**config.mk**
```make
export PLATFORM = sky130hd
export DESIGN_NAME = io_bus_cycle_arbiter_flat
export DESIGN_NICKNAME = d
export VERILOG_FILES = /design/src/rtl/io_bus_cycle_arbiter_if.sv /design/src/rtl/io_bus_cycle_arbiter.sv /design/src/flat_wrapper.sv
export SDC_FILE = /design/constraint.sdc
export NUM_CORES = 1
export LEC_CHECK = 0
export CORE_MARGIN = 3
export CORE_UTILIZATION = 40
export DETAILED_ROUTE_END_ITERATION = 16
export GPL_TIMING_DRIVEN = 1
export PLACE_DENSITY = 0.79
export SYNTH_ARGS = -nofsm -noshare
export SYNTH_HDL_FRONTEND = slang
export SYNTH_SLANG_ARGS = --single-unit
export TNS_END_PERCENT = 1
```
**constraint.sdc**
```tcl
create_clock -name CLK -period 4.2 [get_ports CLK]
set_clock_uncertainty 0.1 [all_clocks]
set_input_delay 0.63 -clock CLK [delete_from_list [all_inputs] [get_ports CLK]]
set_output_delay 0.63 -clock CLK [all_outputs]
set_load 0.005 [all_outputs]
```
**src/rtl/io_bus_cycle_arbiter_if.sv**
```systemverilog
// Bus bundle for the two-requester 8086-style bus cycle arbiter.
// The master side is the arbiter; the slave side is the requesters and bus devices.
interface io_bus_cycle_arbiter_if;
  logic [1:0]  REQ;
  logic [1:0]  REQ_WR;
  logic [1:0]  REQ_IOM;
  logic [19:0] REQ_ADDR0;
  logic [19:0] REQ_ADDR1;
  logic [7:0]  REQ_WDATA0;
  logic [7:0]  REQ_WDATA1;
  logic [1:0]  GNT;
  logic [1:0]  DONE;
  logic [7:0]  RDATA;
  logic        ERR;
  logic        ALE;
  logic [19:0] Address;
  logic        IOM;
  logic        RD;
  logic        WR;
  logic        CS_MEM;
  logic        CS_IO;
  logic [7:0]  DataOut;
  logic        DataOE;
  logic [7:0]  DataIn;

  modport master (
    input  REQ, REQ_WR, REQ_IOM,
    input  REQ_ADDR0, REQ_ADDR1,
    input  REQ_WDATA0, REQ_WDATA1,
    input  DataIn,
    output GNT, DONE, RDATA, ERR,
    output ALE, Address, IOM, RD, WR,
    output CS_MEM, CS_IO, DataOut, DataOE
  );

  modport slave (
    output REQ, REQ_WR, REQ_IOM,
    output REQ_ADDR0, REQ_ADDR1,
    output REQ_WDATA0, REQ_WDATA1,
    output DataIn,
    input  GNT, DONE, RDATA, ERR,
    input  ALE, Address, IOM, RD, WR,
    input  CS_MEM, CS_IO, DataOut, DataOE
  );
endinterface

```
**src/rtl/io_bus_cycle_arbiter.sv**
```systemverilog
// Round-robin arbiter running T1..T4 multiplexed bus cycles
// for a CPU (REQ[0]) and a DMA engine (REQ[1]).
module io_bus_cycle_arbiter #(
  parameter logic        VALID     = 1'b1,
  parameter logic [19:0] MEM_BASE  = 20'h00D00,
  parameter logic [19:0] MEM_LIMIT = 20'h01C00,
  parameter logic [19:0] IO_BASE   = 20'h0F000,
  parameter logic [19:0] IO_LIMIT  = 20'h0F0FF
) (
  input  logic CLK,
  input  logic RESET,
  io_bus_cycle_arbiter_if.master bus
);

  typedef enum logic [2:0] {
    IDLE, T1, T2, T3, T4
  } state_e;

  state_e      state_q;
  logic        ptr_q;
  logic        wr_q;
  logic        miss_q;
  logic [1:0]  gnt_q;
  logic [1:0]  done_q;
  logic [7:0]  rdata_q;
  logic        err_q;
  logic        ale_q;
  logic [19:0] addr_q;
  logic        iom_q;
  logic        rd_q;
  logic        wrs_q;
  logic        cs_mem_q;
  logic        cs_io_q;
  logic [7:0]  dout_q;
  logic        oe_q;

  logic        win_d;
  logic [19:0] addr_d;
  logic        iom_d;
  logic        wr_d;
  logic [7:0]  wdata_d;
  logic        cs_mem_d;
  logic        cs_io_d;

  // Preferred requester wins if asking, else the other one
  always_comb begin
    win_d    = bus.REQ[ptr_q] ? ptr_q : ~ptr_q;
    addr_d   = win_d ? bus.REQ_ADDR1 : bus.REQ_ADDR0;
    wdata_d  = win_d ? bus.REQ_WDATA1 : bus.REQ_WDATA0;
    iom_d    = bus.REQ_IOM[win_d];
    wr_d     = bus.REQ_WR[win_d];
    cs_mem_d = !iom_d && (addr_d >= MEM_BASE)
               && (addr_d <= MEM_LIMIT);
    cs_io_d  = iom_d && (addr_d >= IO_BASE)
               && (addr_d <= IO_LIMIT);
  end

  always_ff @(posedge CLK or negedge RESET) begin
    if (!RESET) begin
      state_q  <= IDLE;
      ptr_q    <= 1'b0;
      wr_q     <= 1'b0;
      miss_q   <= 1'b0;
      gnt_q    <= 2'b00;
      done_q   <= 2'b00;
      rdata_q  <= 8'h00;
      err_q    <= 1'b0;
      ale_q    <= 1'b0;
      addr_q   <= 20'h0;
      iom_q    <= ~VALID;
      rd_q     <= 1'b1;
      wrs_q    <= 1'b1;
      cs_mem_q <= 1'b0;
      cs_io_q  <= 1'b0;
      dout_q   <= 8'h00;
      oe_q     <= 1'b0;
    end else begin
      unique case (state_q)
        IDLE: begin
          if (|bus.REQ) begin
            state_q  <= T1;
            ptr_q    <= ~win_d;
            gnt_q    <= win_d ? 2'b10 : 2'b01;
            ale_q    <= 1'b1;
            addr_q   <= addr_d;
            iom_q    <= iom_d ? VALID : ~VALID;
            wr_q     <= wr_d;
            dout_q   <= wdata_d;
            cs_mem_q <= cs_mem_d;
            cs_io_q  <= cs_io_d;
            miss_q   <= !(cs_mem_d || cs_io_d);
          end
        end
        T1: begin
          state_q <= T2;
          ale_q   <= 1'b0;
          rd_q    <= wr_q;
          wrs_q   <= ~wr_q;
          oe_q    <= wr_q;
        end
        T2: state_q <= T3;
        T3: begin
          state_q <= T4;
          rd_q    <= 1'b1;
          wrs_q   <= 1'b1;
          oe_q    <= 1'b0;
          done_q  <= gnt_q;
          err_q   <= miss_q;
          // Unclaimed reads float high on the bus
          if (!wr_q)
            rdata_q <= miss_q ? 8'hFF : bus.DataIn;
        end
        T4: begin
          state_q  <= IDLE;
          done_q   <= 2'b00;
          err_q    <= 1'b0;
          gnt_q    <= 2'b00;
          cs_mem_q <= 1'b0;
          cs_io_q  <= 1'b0;
        end
        default: state_q <= IDLE;
      endcase
    end
  end

  assign bus.GNT     = gnt_q;
  assign bus.DONE    = done_q;
  assign bus.RDATA   = rdata_q;
  assign bus.ERR     = err_q;
  assign bus.ALE     = ale_q;
  assign bus.Address = addr_q;
  assign bus.IOM     = iom_q;
  assign bus.RD      = rd_q;
  assign bus.WR      = wrs_q;
  assign bus.CS_MEM  = cs_mem_q;
  assign bus.CS_IO   = cs_io_q;
  assign bus.DataOut = dout_q;
  assign bus.DataOE  = oe_q;

endmodule
```
**src/flat_wrapper.sv**
```systemverilog
// flat-port wrapper written by rule: the top's interface ports become plain ports
module io_bus_cycle_arbiter_flat 
#(
  parameter logic        VALID     = 1'b1,
  parameter logic [19:0] MEM_BASE  = 20'h00D00,
  parameter logic [19:0] MEM_LIMIT = 20'h01C00,
  parameter logic [19:0] IO_BASE   = 20'h0F000,
  parameter logic [19:0] IO_LIMIT  = 20'h0F0FF
)
  (CLK, RESET, bus_REQ, bus_REQ_WR, bus_REQ_IOM, bus_REQ_ADDR0, bus_REQ_ADDR1, bus_REQ_WDATA0, bus_REQ_WDATA1, bus_DataIn, bus_GNT, bus_DONE, bus_RDATA, bus_ERR, bus_ALE, bus_Address, bus_IOM, bus_RD, bus_WR, bus_CS_MEM, bus_CS_IO, bus_DataOut, bus_DataOE);
  io_bus_cycle_arbiter_if bus_i ();
  input  logic CLK;
  input  logic RESET;
  input wire logic [$bits(bus_i.REQ)-1:0] bus_REQ;
  input wire logic [$bits(bus_i.REQ_WR)-1:0] bus_REQ_WR;
  input wire logic [$bits(bus_i.REQ_IOM)-1:0] bus_REQ_IOM;
  input wire logic [$bits(bus_i.REQ_ADDR0)-1:0] bus_REQ_ADDR0;
  input wire logic [$bits(bus_i.REQ_ADDR1)-1:0] bus_REQ_ADDR1;
  input wire logic [$bits(bus_i.REQ_WDATA0)-1:0] bus_REQ_WDATA0;
  input wire logic [$bits(bus_i.REQ_WDATA1)-1:0] bus_REQ_WDATA1;
  input wire logic [$bits(bus_i.DataIn)-1:0] bus_DataIn;
  output wire logic [$bits(bus_i.GNT)-1:0] bus_GNT;
  output wire logic [$bits(bus_i.DONE)-1:0] bus_DONE;
  output wire logic [$bits(bus_i.RDATA)-1:0] bus_RDATA;
  output wire logic [$bits(bus_i.ERR)-1:0] bus_ERR;
  output wire logic [$bits(bus_i.ALE)-1:0] bus_ALE;
  output wire logic [$bits(bus_i.Address)-1:0] bus_Address;
  output wire logic [$bits(bus_i.IOM)-1:0] bus_IOM;
  output wire logic [$bits(bus_i.RD)-1:0] bus_RD;
  output wire logic [$bits(bus_i.WR)-1:0] bus_WR;
  output wire logic [$bits(bus_i.CS_MEM)-1:0] bus_CS_MEM;
  output wire logic [$bits(bus_i.CS_IO)-1:0] bus_CS_IO;
  output wire logic [$bits(bus_i.DataOut)-1:0] bus_DataOut;
  output wire logic [$bits(bus_i.DataOE)-1:0] bus_DataOE;
  assign bus_i.REQ = bus_REQ;
  assign bus_i.REQ_WR = bus_REQ_WR;
  assign bus_i.REQ_IOM = bus_REQ_IOM;
  assign bus_i.REQ_ADDR0 = bus_REQ_ADDR0;
  assign bus_i.REQ_ADDR1 = bus_REQ_ADDR1;
  assign bus_i.REQ_WDATA0 = bus_REQ_WDATA0;
  assign bus_i.REQ_WDATA1 = bus_REQ_WDATA1;
  assign bus_i.DataIn = bus_DataIn;
  assign bus_GNT = bus_i.GNT;
  assign bus_DONE = bus_i.DONE;
  assign bus_RDATA = bus_i.RDATA;
  assign bus_ERR = bus_i.ERR;
  assign bus_ALE = bus_i.ALE;
  assign bus_Address = bus_i.Address;
  assign bus_IOM = bus_i.IOM;
  assign bus_RD = bus_i.RD;
  assign bus_WR = bus_i.WR;
  assign bus_CS_MEM = bus_i.CS_MEM;
  assign bus_CS_IO = bus_i.CS_IO;
  assign bus_DataOut = bus_i.DataOut;
  assign bus_DataOE = bus_i.DataOE;
  io_bus_cycle_arbiter #(.VALID(VALID), .MEM_BASE(MEM_BASE), .MEM_LIMIT(MEM_LIMIT), .IO_BASE(IO_BASE), .IO_LIMIT(IO_LIMIT)) u_core (.CLK(CLK), .RESET(RESET), .bus(bus_i));
endmodule
```
# Word-level counts from Yosys, hierarchy flattened
# Cells that the tools add are included.
dict set report word_totals {
  romBits 0
  mem_count 0
  latch_bits 0
  ram_bits 0
  register_bits 54
}
dict set report classes {
  n_reduce_logical 17
  bitwise_logic 3
  n_addsub 0
  n_shift 0
  div 0
  order_cmp 6
  mul 0
  n_mux 27
  n_eq_ne 5
}
# operator count
set op_table {}
lappend op_table {{>= comparator 20 x 12 -> 1 bit, second input constant} 1}
lappend op_table {{>= comparator 20 x 16 -> 1 bit, second input constant} 1}
lappend op_table {{<= comparator 20 x 13 -> 1 bit, second input constant} 1}
lappend op_table {{<= comparator 20 x 16 -> 1 bit, second input constant} 1}
lappend op_table {{two-way mux 20 bit} 1}
lappend op_table {{two-way mux 8 bit} 2}
lappend op_table {{case mux 1 bit (2 select lines)} 7}
lappend op_table {{case mux 3 bit (4 select lines)} 1}
lappend op_table {{two-way mux 1 bit} 11}
lappend op_table {{case mux 2 bit (2 select lines)} 2}
lappend op_table {{AND reduction 2 bit} 4}
lappend op_table {{nonzero test 2 bit} 4}
lappend op_table {{equality test 3 x 2 -> 1 bit, second input constant} 2}
lappend op_table {{logical AND 1 bit} 4}
lappend op_table {{< comparator 1 x 2 -> 1 bit, second input constant} 2}
lappend op_table {{two-way mux 2 bit} 2}
lappend op_table {{equality test 3 x 1 -> 1 bit, second input constant} 1}
lappend op_table {{equality test 3 bit, second input constant} 1}
lappend op_table {{zero test 3 bit} 1}
lappend op_table {{two-way mux 3 bit} 1}
lappend op_table {{inverter 1 bit} 3}
lappend op_table {{zero test 1 bit} 2}
lappend op_table {{!= test 2 x 1 -> 1 bit, second input constant} 1}
lappend op_table {{OR reduction 2 bit} 1}
lappend op_table {{logical OR 1 bit} 1}

# Depth between registers and ports, before layout
dict set report logic_depth {
  ltp_word 10
  ltp_mapped 6
}

# Worst setup path after synthesis
# OpenSTA, ideal clock, no wires.
dict set report synth_timing {
  path_type {input-to-reg}
  startpoint {input bus_REQ_ADDR0[16]}
  endpoint {register u_core.miss_q}
  required_time_ps 3968
  n_path_buf 0
  arrival_ps 1610
  setup_ps 132
  path_stages 5
  slack_ps 2358
  path_cell_list {or4_4 > nor3_2 > nand4_1 > o211ai_1 > o21ai_0}
}
dict set report synth_between {
  elab_chain_len 6
  elab_cells_between_ends 11
  classes_between {order compare (4); mux (1); reduce/logical (6)}
}
# item line
set synth_rtl {}
lappend synth_rtl {{start: declaration} flat_wrapper.sv:17} ;# input wire logic [$bits(bus_i.REQ_ADDR0)-1:0] bus_REQ_ADDR0;
lappend synth_rtl {{two-way mux 20 bit *} io_bus_cycle_arbiter.sv:48} ;# addr_d = win_d ? bus.REQ_ADDR1 : bus.REQ_ADDR0;
lappend synth_rtl {{>= comparator 20 x 12 -> 1 bit / >= comparator 20 x 16 -> 1 bit (equally long branches)} {io_bus_cycle_arbiter.sv:52, io_bus_cycle_arbiter.sv:54}}
lappend synth_rtl {{logical AND 1 bit, on equally long branches} {io_bus_cycle_arbiter.sv:52, io_bus_cycle_arbiter.sv:54}}
lappend synth_rtl {{logical AND 1 bit, on equally long branches} {io_bus_cycle_arbiter.sv:53, io_bus_cycle_arbiter.sv:55}}
lappend synth_rtl {{logical OR 1 bit *} io_bus_cycle_arbiter.sv:91} ;# miss_q <= !(cs_mem_d || cs_io_d);
lappend synth_rtl {{zero test 1 bit *} io_bus_cycle_arbiter.sv:91}
lappend synth_rtl {{end signal: assignment} io_bus_cycle_arbiter.sv:91}
lappend synth_rtl {{end: declaration} io_bus_cycle_arbiter.sv:22} ;# logic miss_q;
# Every way passes the cells marked *; elsewhere a longest branch is shown, timed or not.
# A chain may end at the register's enable or synchronous reset.

# Worst setup path after layout
dict set report layout_timing {
  startpoint {input bus_REQ[1]}
  endpoint {register u_core.cs_mem_q, in the netlist u_core.bus.CS_MEM}
}
dict set report layout_between {
  elab_chain_len 10
  elab_cells_between_ends 16
  classes_between {order compare (2); eq/ne (1); mux (8); reduce/logical (5)}
}
# item line
set layout_rtl {}
lappend layout_rtl {{start: declaration} flat_wrapper.sv:14} ;# input wire logic [$bits(bus_i.REQ)-1:0] bus_REQ;
lappend layout_rtl {{branches (longest 10 deep; another with >= comparator 20 x 12 -> 1 bit)} n/a}
lappend layout_rtl {{end signal: assignment} io_bus_cycle_arbiter.sv:89} ;# cs_mem_q <= cs_mem_d;
lappend layout_rtl {{end: declaration} io_bus_cycle_arbiter.sv:32} ;# logic cs_mem_q;
# Several ways; the timed one is not identified. The select of a mux whose other input is x is not followed.

==> flow_summary.rst <==
.. list-table::
   :header-rows: 1

   * - Metric
     - Value
   * - Count of flip-flops with a built-in enable after synthesis
     - 0
   * - Starting density of the core
     - 42.71%
   * - Drt first pass iters
     - 4
   * - Net load switching power
     - 0.0008456 W
   * - CP cell instances
     - clkdlybuf4s50_1 > nor2_1 > or4_4 > and3_1 > a21o_1
   * - Cell with the biggest individual delay on the critical path
     - sky130_fd_sc_hd__or4_4
   * - Sequential-to-total area share from yosys stat
     - 51.70%
   * - R2r setup slk
     - 2120 ps
   * - Leading cell types by total area after synthesis
     - sky130_fd_sc_hd__dfrtp_1 (50%), sky130_fd_sc_hd__mux2i_1 (11%), sky130_fd_sc_hd__o21ai_0 (6.3%), sky130_fd_sc_hd__nand2_1 (5.7%), sky130_fd_sc_hd__nor2_1 (4.0%)
   * - Via count
     - 2266
   * - Clock Latency Late Sink
     - 310 ps
   * - Growth of design area from synthesis to finish
     - 49.74%
   * - Power density over the cells
     - 623.6 nW/um^2
   * - Total buffers and inverters traversed by the critical path
     - 1
   * - Number of primary I/O pins
     - 120
   * - Largest incremental delay on the critical path
     - 700 ps
   * - Rel. slew slack
     - 51.14%
   * - Most frequent cells after synthesis
     - sky130_fd_sc_hd__dfrtp_1 (52), sky130_fd_sc_hd__nand2_1 (40), sky130_fd_sc_hd__o21ai_0 (33)
   * - Number of buffers on the longest clock path
     - 2
   * - Reg2Reg Depth
     - 3
   * - Core area
     - 6131 um^2
   * - Number of cell rows
     - 28
   * - Kind of cell with the highest combined delay on the critical path
     - simple AND/OR/NAND/NOR gates
   * - Congestion Overflow GR
     - 0
   * - RSZ-0062 raised after global routing
     - false
   * - Upper clock frequency limit
     - 0.4327 GHz
   * - Wire length of the first global-routing pass
     - 10630 um
   * - WP data arrival
     - 2420 ps
   * - Transition time at the pin with the least slew margin
     - 726.3 ps
   * - Final period demand of the worst path
     - 2311 ps
   * - Endpoint of the worst register-to-register path
     - u_core.bus.CS_MEM
   * - Fraction of post-synthesis cell area in the top cell type by area
     - 49.69%
   * - Nets
     - 449
   * - Leak
     - 1.692 nW
   * - Final estimated routing congestion in global placement
     - 0.7845
   * - Clock network fraction of total power
     - 14.4%
   * - DRC
     - 0
   * - Initial antenna violation count
     - 0
   * - Pin count of the biggest net entering global routing
     - 66
   * - Share of flip-flops with an asynchronous set or reset after synthesis
     - 100.0%
   * - PortBufs
     - 119
   * - Die area
     - 7553 um^2
   * - Fraction of the cycle the final worst path needs
     - 55.03%
   * - Max IR drop VDD
     - 0.0003211 V
   * - Max-capacitance violation count
     - 0
   * - Internal power contribution
     - 0.001599 W
   * - Post-CTS setup-driven buffer insertion count
     - 0
   * - Average cell area after synthesis
     - 9.957 um^2
   * - Maximum level of the CTS H-tree
     - 2
   * - Root buffer selected by CTS
     - sky130_fd_sc_hd__clkbuf_8
   * - Final setup fails
     - 0
   * - Number of hold buffers added after CTS
     - 0
   * - Net Sw Frac
     - 34.58%
   * - Critical path peak fanout
     - 65
   * - Share of layout cells above drive strength 1
     - 6.085%
   * - Number of sinks handled by clock tree synthesis
     - 54
   * - DIE HEIGHT
     - 86.91 um
   * - Final Slew Violations
     - 0
   * - Critical Setup Path Class
     - input port to flop
   * - Library cell with the highest instance count after synthesis
     - sky130_fd_sc_hd__dfrtp_1
   * - ANT nets after route
     - 0
   * - Sequential group share of total power
     - 39.8%
   * - Cell count after synthesis
     - 263
   * - Initial detailed-routing violation count
     - 81
   * - Via count of the first global-routing pass
     - 2284
   * - Ant diodes
     - 0
   * - Final HPWL DP
     - 5022 um
   * - First element of the critical path
     - bus_REQ[1]
   * - Hold Vio Cnt, Final
     - 0
   * - Top flip-flop cell by instance count after synthesis
     - sky130_fd_sc_hd__dfrtp_1
   * - Setup TNS after final layout
     - 0 ps
   * - Hold crit path type
     - input port to async pin
   * - CP Depth
     - 5
   * - Count of state elements after synthesis
     - 54
   * - Kind of end point of the critical path
     - flop
   * - Total met2 wirelength after detailed routing
     - 3098 um
   * - Post-synth design cell area
     - 2619 um^2
   * - Startpoint of the worst-slack reg-to-reg timing path
     - u_core.state_q[1]
   * - Routed metal-1 wirelength
     - 2724 um
   * - Clock transition time at the flip-flop clock pins of the worst setup and hold paths
     - 100 ps
   * - Warnings from Yosys
     - 0
   * - Horiz. Die Dim
     - 86.91 um
   * - Largest area contributor in the netlist
     - sky130_fd_sc_hd__dfrtp_1
   * - Sort of element at the start of the critical path
     - input port
   * - CTS tree
     - yes
   * - Total Power
     - 0.002445 W
   * - Routed wire length per instance
     - 14.37 um
   * - Crit path required time
     - 4310 ps
   * - Metal3 WL
     - 609 um
   * - Max Used Layer
     - met4
   * - Global Route Usage Sum
     - 17.83%
   * - Post-detailed-route via-to-cell ratio
     - 5.002
   * - Resized cells post-CTS
     - 0
   * - Worst setup path endpoint
     - u_core.bus.CS_MEM
   * - Post-Synthesis Net Count
     - 335
   * - Result of the run
     - completed
   * - Number of distinct library cells after synthesis
     - 34
   * - Total wirelength of the detailed-routed design
     - 6509 um
   * - Clock buffer count from CTS
     - 5
   * - Fraction of power consumed by combinational cells
     - 45.8%
## cells by family after synthesis
| logic type | after synthesis | share of synthesized area (%) |
|---|---|---|
| and+or+nand+nor | 96 | 17.44 |
| AOI/OAI and AO/OA | 63 | 13.33 |
| DFF | 54 | 51.70 |
| muxes | 31 | 12.33 |
| buffers and inverters | 18 | 4.873 |
| xor gates and xnor gates | 1 | 0.3345 |
## routing by layer
layer  vias up  track usage [%]
li1       1151                -
met4         0            5.241
met5         -                0
met1      1021            22.11
met3         9            6.055
met2        85            29.47
## cells in the final DEF (no fill, tap or decap), drive strengths merged, types with 2 or more instances in the layout
master         Yosys  routed
a211oi             4       4
a21o               2       2
a21oi             16      16
a31o               2       2
and4b              2       2
buf               12       4
clkbuf             3       5
clkdlybuf4s50      0     118
dfrtp             52      52
dfstp              2       2
inv                3       4
mux2i             31      31
nand2             40      40
nand4              2       2
nor2              30      30
nor3               7       7
nor4               8       8
o21ai             36      36
or4                2       2
## registers in the layout (all words and copies together), names as in the netlist
| signal | flops |
|---|---|
| u_core.bus.DONE | 2 |
| u_core.miss_q | 1 |
| u_core.bus.DataOut | 8 |
| u_core.ptr_q | 1 |
| u_core.bus.WR | 1 |
| u_core.bus.CS_MEM | 1 |
| u_core.bus.ERR | 1 |
| u_core.bus.Address | 20 |
| u_core.state_q | 3 |
| u_core.bus.IOM | 1 |
| u_core.bus.RD | 1 |
| u_core.bus.DataOE | 1 |
| u_core.wr_q | 1 |
| u_core.bus.ALE | 1 |
| u_core.bus.RDATA | 8 |
| u_core.bus.GNT | 2 |
| u_core.bus.CS_IO | 1 |
## worst min path at each step
stage | startpoint | cells after the start | endpoint
2_1_floorplan | RESET | 0 | u_core.bus.ALE
3_3_place_gp | u_core.bus.WR | 2 | u_core.bus.WR
3_5_place_dp | u_core.bus.DataOut[7] | 2 | u_core.bus.DataOut[7]
4_1_cts | RESET | 2 | u_core.bus.DataOE
5_1_grt | RESET | 2 | u_core.bus.DataOE
6_report | RESET | 2 | u_core.bus.DataOE
## power by group through the flow
| stage | clock network, W | logic [W] | registers [W] |
|---|---|---|---|
| final | 0.000352 | 0.00112 | 0.000972 |
| after global routing | 0.000388 | 0.00126 | 0.00101 |
| after CTS | 0.000364 | 0.00114 | 0.000975 |
| after detailed placement | 0 | 0.00114 | 0.000983 |
| after global placement | 0 | 0.00111 | 0.000976 |
| after floorplan | 0 | 0.000614 | 0.000936 |
## final cells by class
cell class / instances / area [um^2]
Sequential cell: 54 / 1354
Multi-Input combinational cell: 191 / 1137
Tap cell: 75 / 93.84
Clock inverter: 3 / 47.55
Clock buffer: 5 / 68.82
Fill cell: 533 / 2210
Timing Repair Buffer: 122 / 1209
Inverter: 3 / 11.26
## per-stage QoR
stage / utilization, % / hold slack [ps] / instances / instance area [um^2] / worst slack, ps
floorplan: - / 234.4 / 263 / 2619 / 2358
global placement: 62.06 / 353.5 / 445 / 3805 / 1568
detailed placement: 62.06 / 369.6 / 445 / 3805 / 1549
CTS: 63.96 / 350.4 / 453 / 3921 / 1888
global route: 63.96 / 374.5 / 453 / 3921 / 1812
finish: 63.96 / 328.2 / 453 / 3921 / 1889
No activity file was read; power rests on OpenSTA's default activity.
